File: config.mk
export PLATFORM = sky130hd
export DESIGN_NAME = dbus_arbiter_flat
export DESIGN_NICKNAME = d
export VERILOG_FILES = /design/src/rtl/dbus_arbiter_pkg.sv /design/src/rtl/dbus_arbiter_if.sv /design/src/rtl/dbus_store_align.sv /design/src/rtl/dbus_arbiter.sv /design/src/flat_wrapper.sv
export SDC_FILE = /design/constraint.sdc
export NUM_CORES = 1
export LEC_CHECK = 0
export CORE_AREA = 2 2 107 109
export CTS_CLUSTER_DIAMETER = 100
export DETAILED_ROUTE_END_ITERATION = 8
export DIE_AREA = 0 0 109 111
export PLACE_DENSITY = 0.76
export SYNTH_ARGS = -nofsm -noshare
export SYNTH_HDL_FRONTEND = slang
export SYNTH_HIERARCHICAL = 1
export SYNTH_SLANG_ARGS = --single-unit
File: constraint.sdc
create_clock -name clk -period 1.5 [get_ports clk]
set_input_delay 0.3 -clock clk [delete_from_list [all_inputs] [get_ports clk]]
set_output_delay 0.3 -clock clk [all_outputs]
set_load 0.01 [all_outputs]
File: src/rtl/dbus_arbiter_pkg.sv
// Shared definitions for the data-bus arbiter: access-size codes (also used by the
// load extender), port-ownership type and small decode helpers.
package dbus_arbiter_pkg;

    localparam logic [2:0] SEL_BYTE = 3'b000;
    localparam logic [2:0] SEL_HALF = 3'b001;
    localparam logic [2:0] SEL_WORD = 3'b010;

    typedef enum logic {
        OWN_CPU = 1'b0,
        OWN_DMA = 1'b1
    } owner_t;

    function automatic logic sel_known(input logic [2:0] sel);
        return (sel == SEL_BYTE) || (sel == SEL_HALF) || (sel == SEL_WORD);
    endfunction

    function automatic logic is_misaligned(input logic [2:0] sel, input logic [1:0] a);
        return ((sel == SEL_HALF) && a[0]) || ((sel == SEL_WORD) && (a != 2'b00));
    endfunction

endpackage

File: src/rtl/dbus_arbiter_if.sv
// Bundle of CPU, DMA and RAM-side signals around the data-bus arbiter.
// Handshake: a requester holds req and its qualifiers stable until its completion
// strobe (cpu_ready / dma_gnt) is sampled high on a rising clock edge.
interface dbus_arbiter_if #(parameter int ADDR_W = 12);
    logic              cpu_req;
    logic              cpu_we;
    logic [2:0]        cpu_sel;
    logic [31:0]       cpu_addr;
    logic [31:0]       cpu_wdata;
    logic [31:0]       cpu_rdata;
    logic              cpu_ready;
    logic              cpu_addr_exc;

    logic              dma_req;
    logic              dma_we;
    logic [3:0]        dma_be;
    logic [ADDR_W-1:0] dma_addr;
    logic [31:0]       dma_wdata;
    logic              dma_gnt;
    logic [31:0]       dma_rdata;
    logic              dma_rvalid;

    logic              ram_en;
    logic [3:0]        ram_we;
    logic [ADDR_W-1:0] ram_addr;
    logic [31:0]       ram_wdata;
    logic [31:0]       ram_rdata;

    modport slave (
        input  cpu_req, cpu_we, cpu_sel, cpu_addr, cpu_wdata,
        output cpu_rdata, cpu_ready, cpu_addr_exc,
        input  dma_req, dma_we, dma_be, dma_addr, dma_wdata,
        output dma_gnt, dma_rdata, dma_rvalid,
        output ram_en, ram_we, ram_addr, ram_wdata,
        input  ram_rdata
    );

    modport master (
        output cpu_req, cpu_we, cpu_sel, cpu_addr, cpu_wdata,
        input  cpu_rdata, cpu_ready, cpu_addr_exc,
        output dma_req, dma_we, dma_be, dma_addr, dma_wdata,
        input  dma_gnt, dma_rdata, dma_rvalid,
        input  ram_en, ram_we, ram_addr, ram_wdata,
        output ram_rdata
    );
endinterface

File: src/rtl/dbus_store_align.sv
// Sub-word store alignment: byte enables and lane replication from access size and
// the two low address bits. Unknown size codes yield no enabled lanes.
module dbus_store_align
    import dbus_arbiter_pkg::*;
(
    input  logic [2:0]  sel,
    input  logic [1:0]  addr_low,
    input  logic [31:0] wdata,
    output logic [3:0]  be,
    output logic [31:0] lane_wdata
);

    always_comb begin
        be         = 4'b0000;
        lane_wdata = wdata;
        case (sel)
            SEL_BYTE: begin
                be         = 4'b0001 << addr_low;
                lane_wdata = {4{wdata[7:0]}};
            end
            SEL_HALF: begin
                be         = addr_low[1] ? 4'b1100 : 4'b0011;
                lane_wdata = {2{wdata[15:0]}};
            end
            SEL_WORD: be = 4'b1111;
            default:  be = 4'b0000;
        endcase
    end

endmodule

File: src/rtl/dbus_arbiter.sv
// Round-robin arbiter sharing a single-port, 1-cycle-latency data RAM between the CPU
// MEM stage and a DMA/debug port. Optional macro MISALIGN_EXC_EN flags misaligned CPU accesses.
module dbus_arbiter
    import dbus_arbiter_pkg::*;
#(
    parameter int ADDR_W = 12
) (
    input  logic        clk,
    input  logic        reset,
    dbus_arbiter_if.slave bus,
    output logic [1:0]  dbg_state
);

    typedef enum logic [1:0] {
        ST_IDLE   = 2'd0,
        ST_CPU_RD = 2'd1,
        ST_DMA_RD = 2'd2
    } state_t;

    state_t state, state_n;
    owner_t last_grant, last_grant_n;

    logic [3:0]        cpu_be;
    logic [31:0]       cpu_lane;
    logic [ADDR_W-1:0] cpu_waddr;
    logic              cpu_mis;
    logic              cpu_ok;
    logic              pick_cpu;
    logic              pick_dma;
    logic              unused_addr_hi;

    dbus_store_align u_align (
        .sel        (bus.cpu_sel),
        .addr_low   (bus.cpu_addr[1:0]),
        .wdata      (bus.cpu_wdata),
        .be         (cpu_be),
        .lane_wdata (cpu_lane)
    );

    assign cpu_waddr      = bus.cpu_addr[ADDR_W+1:2];
    assign unused_addr_hi = ^bus.cpu_addr[31:ADDR_W+2];

`ifdef MISALIGN_EXC_EN
    assign cpu_mis = is_misaligned(bus.cpu_sel, bus.cpu_addr[1:0]);
`else
    assign cpu_mis = 1'b0;
`endif

    // Rejected CPU accesses never compete for the RAM; DMA may use it that cycle.
    assign cpu_ok   = sel_known(bus.cpu_sel) && !cpu_mis;
    assign pick_cpu = bus.cpu_req && cpu_ok && (!bus.dma_req || (last_grant == OWN_DMA));
    assign pick_dma = bus.dma_req && !pick_cpu;

    always_ff @(posedge clk) begin
        if (reset) begin
            state      <= ST_IDLE;
            last_grant <= OWN_DMA;
        end else begin
            state      <= state_n;
            last_grant <= last_grant_n;
        end
    end

    always_comb begin
        state_n          = state;
        last_grant_n     = last_grant;
        bus.cpu_rdata    = 32'h0;
        bus.cpu_ready    = 1'b0;
        bus.cpu_addr_exc = 1'b0;
        bus.dma_gnt      = 1'b0;
        bus.dma_rdata    = 32'h0;
        bus.dma_rvalid   = 1'b0;
        bus.ram_en       = 1'b0;
        bus.ram_we       = 4'b0000;
        bus.ram_addr     = '0;
        bus.ram_wdata    = 32'h0;
        if (!reset) begin
            case (state)
                ST_IDLE: begin
                    if (bus.cpu_req && !cpu_ok) begin
                        bus.cpu_ready    = 1'b1;
                        bus.cpu_addr_exc = cpu_mis;
                    end
                    if (pick_cpu) begin
                        bus.ram_en   = 1'b1;
                        bus.ram_addr = cpu_waddr;
                        last_grant_n = OWN_CPU;
                        if (bus.cpu_we) begin
                            bus.ram_we    = cpu_be;
                            bus.ram_wdata = cpu_lane;
                            bus.cpu_ready = 1'b1;
                        end else begin
                            state_n = ST_CPU_RD;
                        end
                    end else if (pick_dma) begin
                        bus.ram_en    = 1'b1;
                        bus.ram_addr  = bus.dma_addr;
                        bus.ram_wdata = bus.dma_wdata;
                        bus.dma_gnt   = 1'b1;
                        last_grant_n  = OWN_DMA;
                        if (bus.dma_we) begin
                            bus.ram_we = bus.dma_be;
                        end else begin
                            state_n = ST_DMA_RD;
                        end
                    end
                end
                ST_CPU_RD: begin
                    bus.cpu_ready = 1'b1;
                    bus.cpu_rdata = bus.ram_rdata;
                    state_n       = ST_IDLE;
                end
                ST_DMA_RD: begin
                    bus.dma_rvalid = 1'b1;
                    bus.dma_rdata  = bus.ram_rdata;
                    state_n        = ST_IDLE;
                end
                default: state_n = ST_IDLE;
            endcase
        end
    end

    assign dbg_state = state;

endmodule
File: src/flat_wrapper.sv
// flat-port wrapper written by rule: the top's interface ports become plain ports
module dbus_arbiter_flat import dbus_arbiter_pkg::*;
#(
    parameter int ADDR_W = 12
)
  (clk, reset, dbg_state, bus_cpu_req, bus_cpu_we, bus_cpu_sel, bus_cpu_addr, bus_cpu_wdata, bus_cpu_rdata, bus_cpu_ready, bus_cpu_addr_exc, bus_dma_req, bus_dma_we, bus_dma_be, bus_dma_addr, bus_dma_wdata, bus_dma_gnt, bus_dma_rdata, bus_dma_rvalid, bus_ram_en, bus_ram_we, bus_ram_addr, bus_ram_wdata, bus_ram_rdata);
  dbus_arbiter_if #(.ADDR_W(ADDR_W)) bus_i ();
  input  logic clk;
  input  logic reset;
  output logic [1:0] dbg_state;
  input wire logic [$bits(bus_i.cpu_req)-1:0] bus_cpu_req;
  input wire logic [$bits(bus_i.cpu_we)-1:0] bus_cpu_we;
  input wire logic [$bits(bus_i.cpu_sel)-1:0] bus_cpu_sel;
  input wire logic [$bits(bus_i.cpu_addr)-1:0] bus_cpu_addr;
  input wire logic [$bits(bus_i.cpu_wdata)-1:0] bus_cpu_wdata;
  output wire logic [$bits(bus_i.cpu_rdata)-1:0] bus_cpu_rdata;
  output wire logic [$bits(bus_i.cpu_ready)-1:0] bus_cpu_ready;
  output wire logic [$bits(bus_i.cpu_addr_exc)-1:0] bus_cpu_addr_exc;
  input wire logic [$bits(bus_i.dma_req)-1:0] bus_dma_req;
  input wire logic [$bits(bus_i.dma_we)-1:0] bus_dma_we;
  input wire logic [$bits(bus_i.dma_be)-1:0] bus_dma_be;
  input wire logic [$bits(bus_i.dma_addr)-1:0] bus_dma_addr;
  input wire logic [$bits(bus_i.dma_wdata)-1:0] bus_dma_wdata;
  output wire logic [$bits(bus_i.dma_gnt)-1:0] bus_dma_gnt;
  output wire logic [$bits(bus_i.dma_rdata)-1:0] bus_dma_rdata;
  output wire logic [$bits(bus_i.dma_rvalid)-1:0] bus_dma_rvalid;
  output wire logic [$bits(bus_i.ram_en)-1:0] bus_ram_en;
  output wire logic [$bits(bus_i.ram_we)-1:0] bus_ram_we;
  output wire logic [$bits(bus_i.ram_addr)-1:0] bus_ram_addr;
  output wire logic [$bits(bus_i.ram_wdata)-1:0] bus_ram_wdata;
  input wire logic [$bits(bus_i.ram_rdata)-1:0] bus_ram_rdata;
  assign bus_i.cpu_req = bus_cpu_req;
  assign bus_i.cpu_we = bus_cpu_we;
  assign bus_i.cpu_sel = bus_cpu_sel;
  assign bus_i.cpu_addr = bus_cpu_addr;
  assign bus_i.cpu_wdata = bus_cpu_wdata;
  assign bus_cpu_rdata = bus_i.cpu_rdata;
  assign bus_cpu_ready = bus_i.cpu_ready;
  assign bus_cpu_addr_exc = bus_i.cpu_addr_exc;
  assign bus_i.dma_req = bus_dma_req;
  assign bus_i.dma_we = bus_dma_we;
  assign bus_i.dma_be = bus_dma_be;
  assign bus_i.dma_addr = bus_dma_addr;
  assign bus_i.dma_wdata = bus_dma_wdata;
  assign bus_dma_gnt = bus_i.dma_gnt;
  assign bus_dma_rdata = bus_i.dma_rdata;
  assign bus_dma_rvalid = bus_i.dma_rvalid;
  assign bus_ram_en = bus_i.ram_en;
  assign bus_ram_we = bus_i.ram_we;
  assign bus_ram_addr = bus_i.ram_addr;
  assign bus_ram_wdata = bus_i.ram_wdata;
  assign bus_i.ram_rdata = bus_ram_rdata;
  dbus_arbiter #(.ADDR_W(ADDR_W)) u_core (.clk(clk), .reset(reset), .bus(bus_i), .dbg_state(dbg_state));
endmodule
==> results of run 1 <==
## per-layer routing
| layer | global-route usage | vias to the layer above | share of wire |
|---|---|---|---|
| met5 | 0 | - | 0 |
| li1 | - | 1760 | - |
| met3 | 0.0488 | 28 | 0.068 |
| met1 | 0.273 | 1795 | 0.38 |
| met2 | 0.425 | 181 | 0.53 |
| met4 | 0.0684 | 0 | 0.026 |
## where the power goes
| part | leakage [nW] | switching (mW) | internal (mW) | total [mW] |
|---|---|---|---|---|
| sequential | 0.0260 | 0.00574 | 0.0816 | 0.0873 |
| clock | 0.0382 | 0.0776 | 0.351 | 0.429 |
| combinational | 3.10 | 0.729 | 1.04 | 1.77 |
| total | 3.16 | 0.812 | 1.47 | 2.28 |
## metrics by stage
| stage | utilization | hold slack [ps] |
|---|---|---|
| 3_3_place_gp | 0.473 | 488 |
| 5_1_grt | 0.624 | 548 |
| 2_1_floorplan | - | 366 |
| 3_5_place_dp | 0.473 | 509 |
| 4_1_cts | 0.581 | 503 |
| 6_report | 0.624 | 555 |
## layout make-up
cell class / instances / area share
Clock buffer: 4 / 0.0114
Inverter: 2 / 0.00109
Multi-Input combinational cell: 281 / 0.389
Sequential cell: 3 / 0.00978
Tap cell: 143 / 0.0259
Timing Repair Buffer: 362 / 0.562
## final timing paths
check / endpoint / cells after the start
setup / recovery: bus_ram_addr[5] / 8
hold / removal: u_core/dbg_state[0] / 3
setup reg to reg: u_core/dbg_state[0] / 9
hold reg to reg: u_core/last_grant / 2
## Yosys cell counts (all sizes together)
| library cell | count |
|---|---|
| a21o | 1 |
| nor3b | 3 |
| and2 | 33 |
| o21a | 1 |
| clkbuf | 11 |
| nand2 | 82 |
| mux2i | 56 |
| a211oi | 1 |
| nand3 | 17 |
| nand2b | 2 |
| o21ai | 3 |
| a21boi | 1 |
| mux2 | 16 |
| inv | 2 |
| nor4b | 2 |
| conb | 1 |
| nor3 | 2 |
| a21oi | 14 |
| nor2 | 13 |
| dfxtp | 3 |
| buf | 29 |
| and3 | 33 |
## sequential cells by signal, indices dropped and copies added (netlist names)
signal	flops
u_core/last_grant	1
u_core/dbg_state	2
## worst max-delay path, cell delays in order, from the launching register on
cell and delay (ps):
dfxtp_4 360, buf_12 140, nor3_4 190, buf_12 130, buf_8 120, buf_16 130, nand3_2 100, mux2i_2 270
buf_2 190
## cell families after synthesis
logic type / after synthesis / share of synthesized area
compound gates: 21 / 0.0536
buf+inv: 42 / 0.118
flops: 3 / 0.0280
mux: 72 / 0.345
other cells: 1 / 0.00175
simple gates: 187 / 0.453
## repair_timing
action | 4_1_cts | 5_1_grt
setup buffers | 53 | 15
endpoints found under the hold margin | 0 | 0
setup endpoints to repair | 119 | 117
gates resized for setup | 670 | 132
gates cloned | 21 | 2
pin swaps | 48 | 36
==> impl_metrics.json, run 1 <==
{
  "status": "finished with violations",
  "violations": "negative setup slack",
  "yosysWarnings": 6,
  "multiInputGateArea_um2": 2690,
  "cts.htree.levels": 1,
  "pre_cts_slack_ps": -1070,
  "cp-end-kind": "output pin",
  "hold_viol_final": 0,
  "ir_drop_v": 0.000377,
  "finalPower_mw": 2.28,
  "dpl-instance-area_um2": 5240,
  "postSynthAreaPerCell_um2": 6.59,
  "cts_buffers": 3,
  "post-place-cells": 713,
  "worstPathRequired_ps": 1200,
  "drt_first_pass_iters": 5,
  "ios": 272,
  "setup_violations": 118,
  "layout_commonest_cell": "clkdlybuf4s50_1",
  "tns_ps": -48540,
  "finalCritPeriodShare": 1.44,
  "min_period_ps": 2160,
  "drt_iter0_markers": 212,
  "viasPerCell": 4.73,
  "grtUsageTotal": 0.235,
  "clk_latency_ps": 220,
  "stdcell_count": 795,
  "most-common-layout-cells": "clkdlybuf4s50_1, buf_6, buf_2, mux2i_2, and2_4",
  "final_nets": 806,
  "antenna_found_initial": 0,
  "synthCells": 326,
  "setup.worst_path.start_class": "register",
  "grt_overflow_total": 0,
  "slew_viol_final": 0,
  "layout_setup_ws_ps": -661,
  "synth_area_leaders": "mux2i_1, nand2_1, and2_1",
  "ys_ff_latch": 3,
  "syn-num-nets": 479,
  "fin_skew_ps": 4.28,
  "cts_hold_buf": 0,
  "powerDensity_nw_per_um2": 330,
  "cts_root_buffer": "clkbuf_16",
  "fmax_mhz": 463,
  "drv_cap": 0,
  "cts_buffer_depth": 2,
  "drc_errors": 0,
  "ys_types": 30,
  "initial_core_util": 0.194,
  "drtAntennaViolNets": 0,
  "synth_area_um2": 2150,
  "layout-drive-gt1-share": 0.683,
  "arrival_ps": 1860,
  "antennaDiodeCount": 0,
  "via_count": 3764,
  "min_path_type": "primary input to register",
  "critical_path.startpoint": "u_core/dbg_state[0]",
  "n_fill_cell": 854,
  "path_max_fanout": 6,
  "r2r-start": "u_core/dbg_state[0]",
  "criticalPathCategory": "register to output pin",
  "min-delay-start": "bus_cpu_we",
  "clkTransAtPathRegs_ps": 30,
  "grt_pass1_vias": 3986,
  "grt_max_degree": 35,
  "rsz0062_at_grt": "yes",
  "ys_seq_area_frac": 0.0280,
  "gp_congestion": 0.734,
  "numPortBuffers": 252,
  "die_area_um2": 12100,
  "drt-total-wl_um": 16600,
  "p_leak_nw": 3.16,
  "cts_tree": "built",
  "dp_hpwl_um": 8840,
  "reg2reg_setup_slack_ps": -100,
  "yosysTopAreaCell": "mux2i_1",
  "grt_pass1_wl_um": 22100,
  "fp.dieW_um": 109,
  "seqCellArea_um2": 67.6,
  "wl_per_cell_um": 20.8,
  "syn2layout_area_growth_pct": 222,
  "netlist.area_leader.share": 0.261,
  "cts_sinks": 3,
  "die_h_um": 111,
  "core_area_um2": 11100,
  "final_area_um2": 6910,
  "rows": 39
}
No activity file was read; power rests on OpenSTA's default activity.
==> run 2, diff against run 1 <==
--- a/config.mk
+++ b/config.mk
@@ -9,7 +9,7 @@
 export CTS_CLUSTER_DIAMETER = 100
 export DETAILED_ROUTE_END_ITERATION = 8
 export DIE_AREA = 0 0 109 111
-export PLACE_DENSITY = 0.76
+export PLACE_DENSITY = 0.68
 export SYNTH_ARGS = -nofsm -noshare
 export SYNTH_HDL_FRONTEND = slang
 export SYNTH_HIERARCHICAL = 1
==> run 2 against run 1 <==
Effect of this change: the flow still finishes with violations (negative setup slack); clock-buffer cell count stayed put; sequential share of layout area is essentially flat; register-to-register slack improved by 210 ps; largest cell class unchanged; largest power group unchanged.
==> impl_metrics.json, run 2 (synthesis results as in run 1) <==
{
  "numPortBuffers": 252,
  "rows": 39,
  "powerDensity_nw_per_um2": 329,
  "largest_reg_flops": 2,
  "worstPathBufferInverterCount": 5,
  "dp_hpwl_um": 8650,
  "grtUsageTotal": 0.235,
  "antenna_found_initial": 1,
  "drv_cap": 0,
  "layout-drive-gt1-share": 0.683,
  "gp_congestion": 0.821,
  "reg2reg_setup_slack_ps": 110,
  "n_fill_cell": 855,
  "hold_viol_final": 0,
  "ir_drop_v": 0.000501,
  "crit_top_cell": "buf_6",
  "fp.dieW_um": 109,
  "syn2layout_area_growth_pct": 230,
  "grt_overflow_total": 0,
  "most-common-layout-cells": "clkdlybuf4s50_1, buf_6, buf_2, mux2i_2, and2_4",
  "rsz0062_at_grt": "yes",
  "min_path_type": "primary input to register",
  "layout_commonest_cell": "clkdlybuf4s50_1",
  "p_leak_nw": 3.24,
  "grt_max_degree": 34,
  "max_stage_delay_ps": 360,
  "arrival_ps": 1720,
  "finalCritPeriodShare": 1.34,
  "status": "finished with violations",
  "seqCellArea_um2": 67.6,
  "r2r.worst_path.cells": 6,
  "fmax_mhz": 496,
  "drt_first_pass_iters": 4,
  "wl_per_cell_um": 19.4,
  "setup_violations": 116,
  "cts_tree": "built",
  "fin_util": 0.640,
  "cp-end-kind": "output pin",
  "min-delay-start": "bus_cpu_we",
  "crit_family": "buffers and inverters",
  "hold_path_end": "u_core/dbg_state[0]",
  "core_area_um2": 11100,
  "layout_setup_ws_ps": -516,
  "die_h_um": 111,
  "grt_pass1_vias": 3970,
  "initial_core_util": 0.194,
  "cts_root_buffer": "clkbuf_16",
  "r2r_end": "u_core/dbg_state[1]",
  "fin_skew_ps": 0.678,
  "cts.htree.levels": 1,
  "slew_viol_final": 0,
  "tns_ps": -44520,
  "criticalPathCategory": "register to output pin",
  "min_period_ps": 2020,
  "drt_iter0_markers": 145,
  "final_nets": 810,
  "path_max_fanout": 5,
  "crit_chain": "nor4b_4 -> buf_6 -> buf_6 -> buf_12 -> buf_16 -> nand2_1 -> mux2i_2 -> buf_2",
  "worstPathRequired_ps": 1200,
  "drc_errors": 0,
  "viasPerCell": 4.64,
  "cts_buffers": 3,
  "grt_pass1_wl_um": 22300,
  "r2r-start": "u_core/dbg_state[1]",
  "slowest_stage": "dfxtp_4",
  "cts_buffer_depth": 2,
  "hold_depth": 3,
  "ios": 272,
  "clkTransAtPathRegs_ps": 30,
  "clk_latency_ps": 220,
  "via_count": 3714,
  "setup.worst_path.start_class": "register",
  "die_area_um2": 12100,
  "drt-total-wl_um": 15600,
  "drtAntennaViolNets": 0,
  "multiInputGateArea_um2": 2720,
  "violations": "negative setup slack",
  "cts_sinks": 3
}
==> run 2: area by class of cell <==
type | count | share of cell area
multi-input combinational | 281 | 0.384
timing repair buffer | 366 | 0.569
tap | 143 | 0.0253
sequential | 3 | 0.00954
inverter | 2 | 0.00106
antenna | 1 | 0.000353
clock buffer | 4 | 0.0111
==> run 2: worst max-delay path by stage <==
stage / from / endpoint / slack, ps / cells past startpoint
detailed placement: reset / bus_ram_we[0] / -1120 / 7
CTS: u_core/dbg_state[1] / bus_ram_wdata[30] / -510 / 8
global route: u_core/dbg_state[0] / bus_ram_addr[9] / -590 / 7
floorplan: reset / bus_ram_wdata[11] / -170 / 5
global placement: reset / bus_ram_wdata[23] / -1090 / 6
finish: u_core/dbg_state[1] / bus_ram_wdata[22] / -520 / 8
==> run 2: what timing repair did <==
action                                  4_1_cts  5_1_grt
gates cloned                                 22        4
resized for setup                           700      101
buffers inserted                             58        7
pin swaps                                    46       20
hold buffers                                  0        0
endpoints found under the setup margin      120      118
==> run 2: per-layer routing <==
| metal | global-route usage | routed length [µm] |
|---|---|---|
| met3 | 0.0347 | 852 |
| met5 | 0 | 0 |
| met2 | 0.425 | 8270 |
| met1 | 0.297 | 6250 |
| met4 | 0.0359 | 187 |
==> run 2: tightest hold or removal path, stage by stage <==
cell           delay, ps
dlygate4sd2_1        240
buf_4                130
nor3b_2               40
==> run 2: stage by stage <==
stage / cells / setup slack, ps / instance area, µm² / total power, mW / hold WS (ps)
3_5_place_dp: 716 / -1120 / 5240 / 1.31 / 580
5_1_grt: 800 / -588 / 7090 / 2.44 / 522
4_1_cts: 799 / -506 / 6740 / 2.26 / 502
2_1_floorplan: 326 / -172 / 2430 / 0.618 / 366
3_3_place_gp: 716 / -1090 / 5240 / 1.29 / 573
6_report: 800 / -516 / 7090 / 2.33 / 519
==> run 2: power breakdown <==
part	switching, mW	leakage, nW	internal (mW)
clock network	0.0786	0.0382	0.351
registers	0.00512	0.0260	0.0815
logic	0.725	3.18	1.09
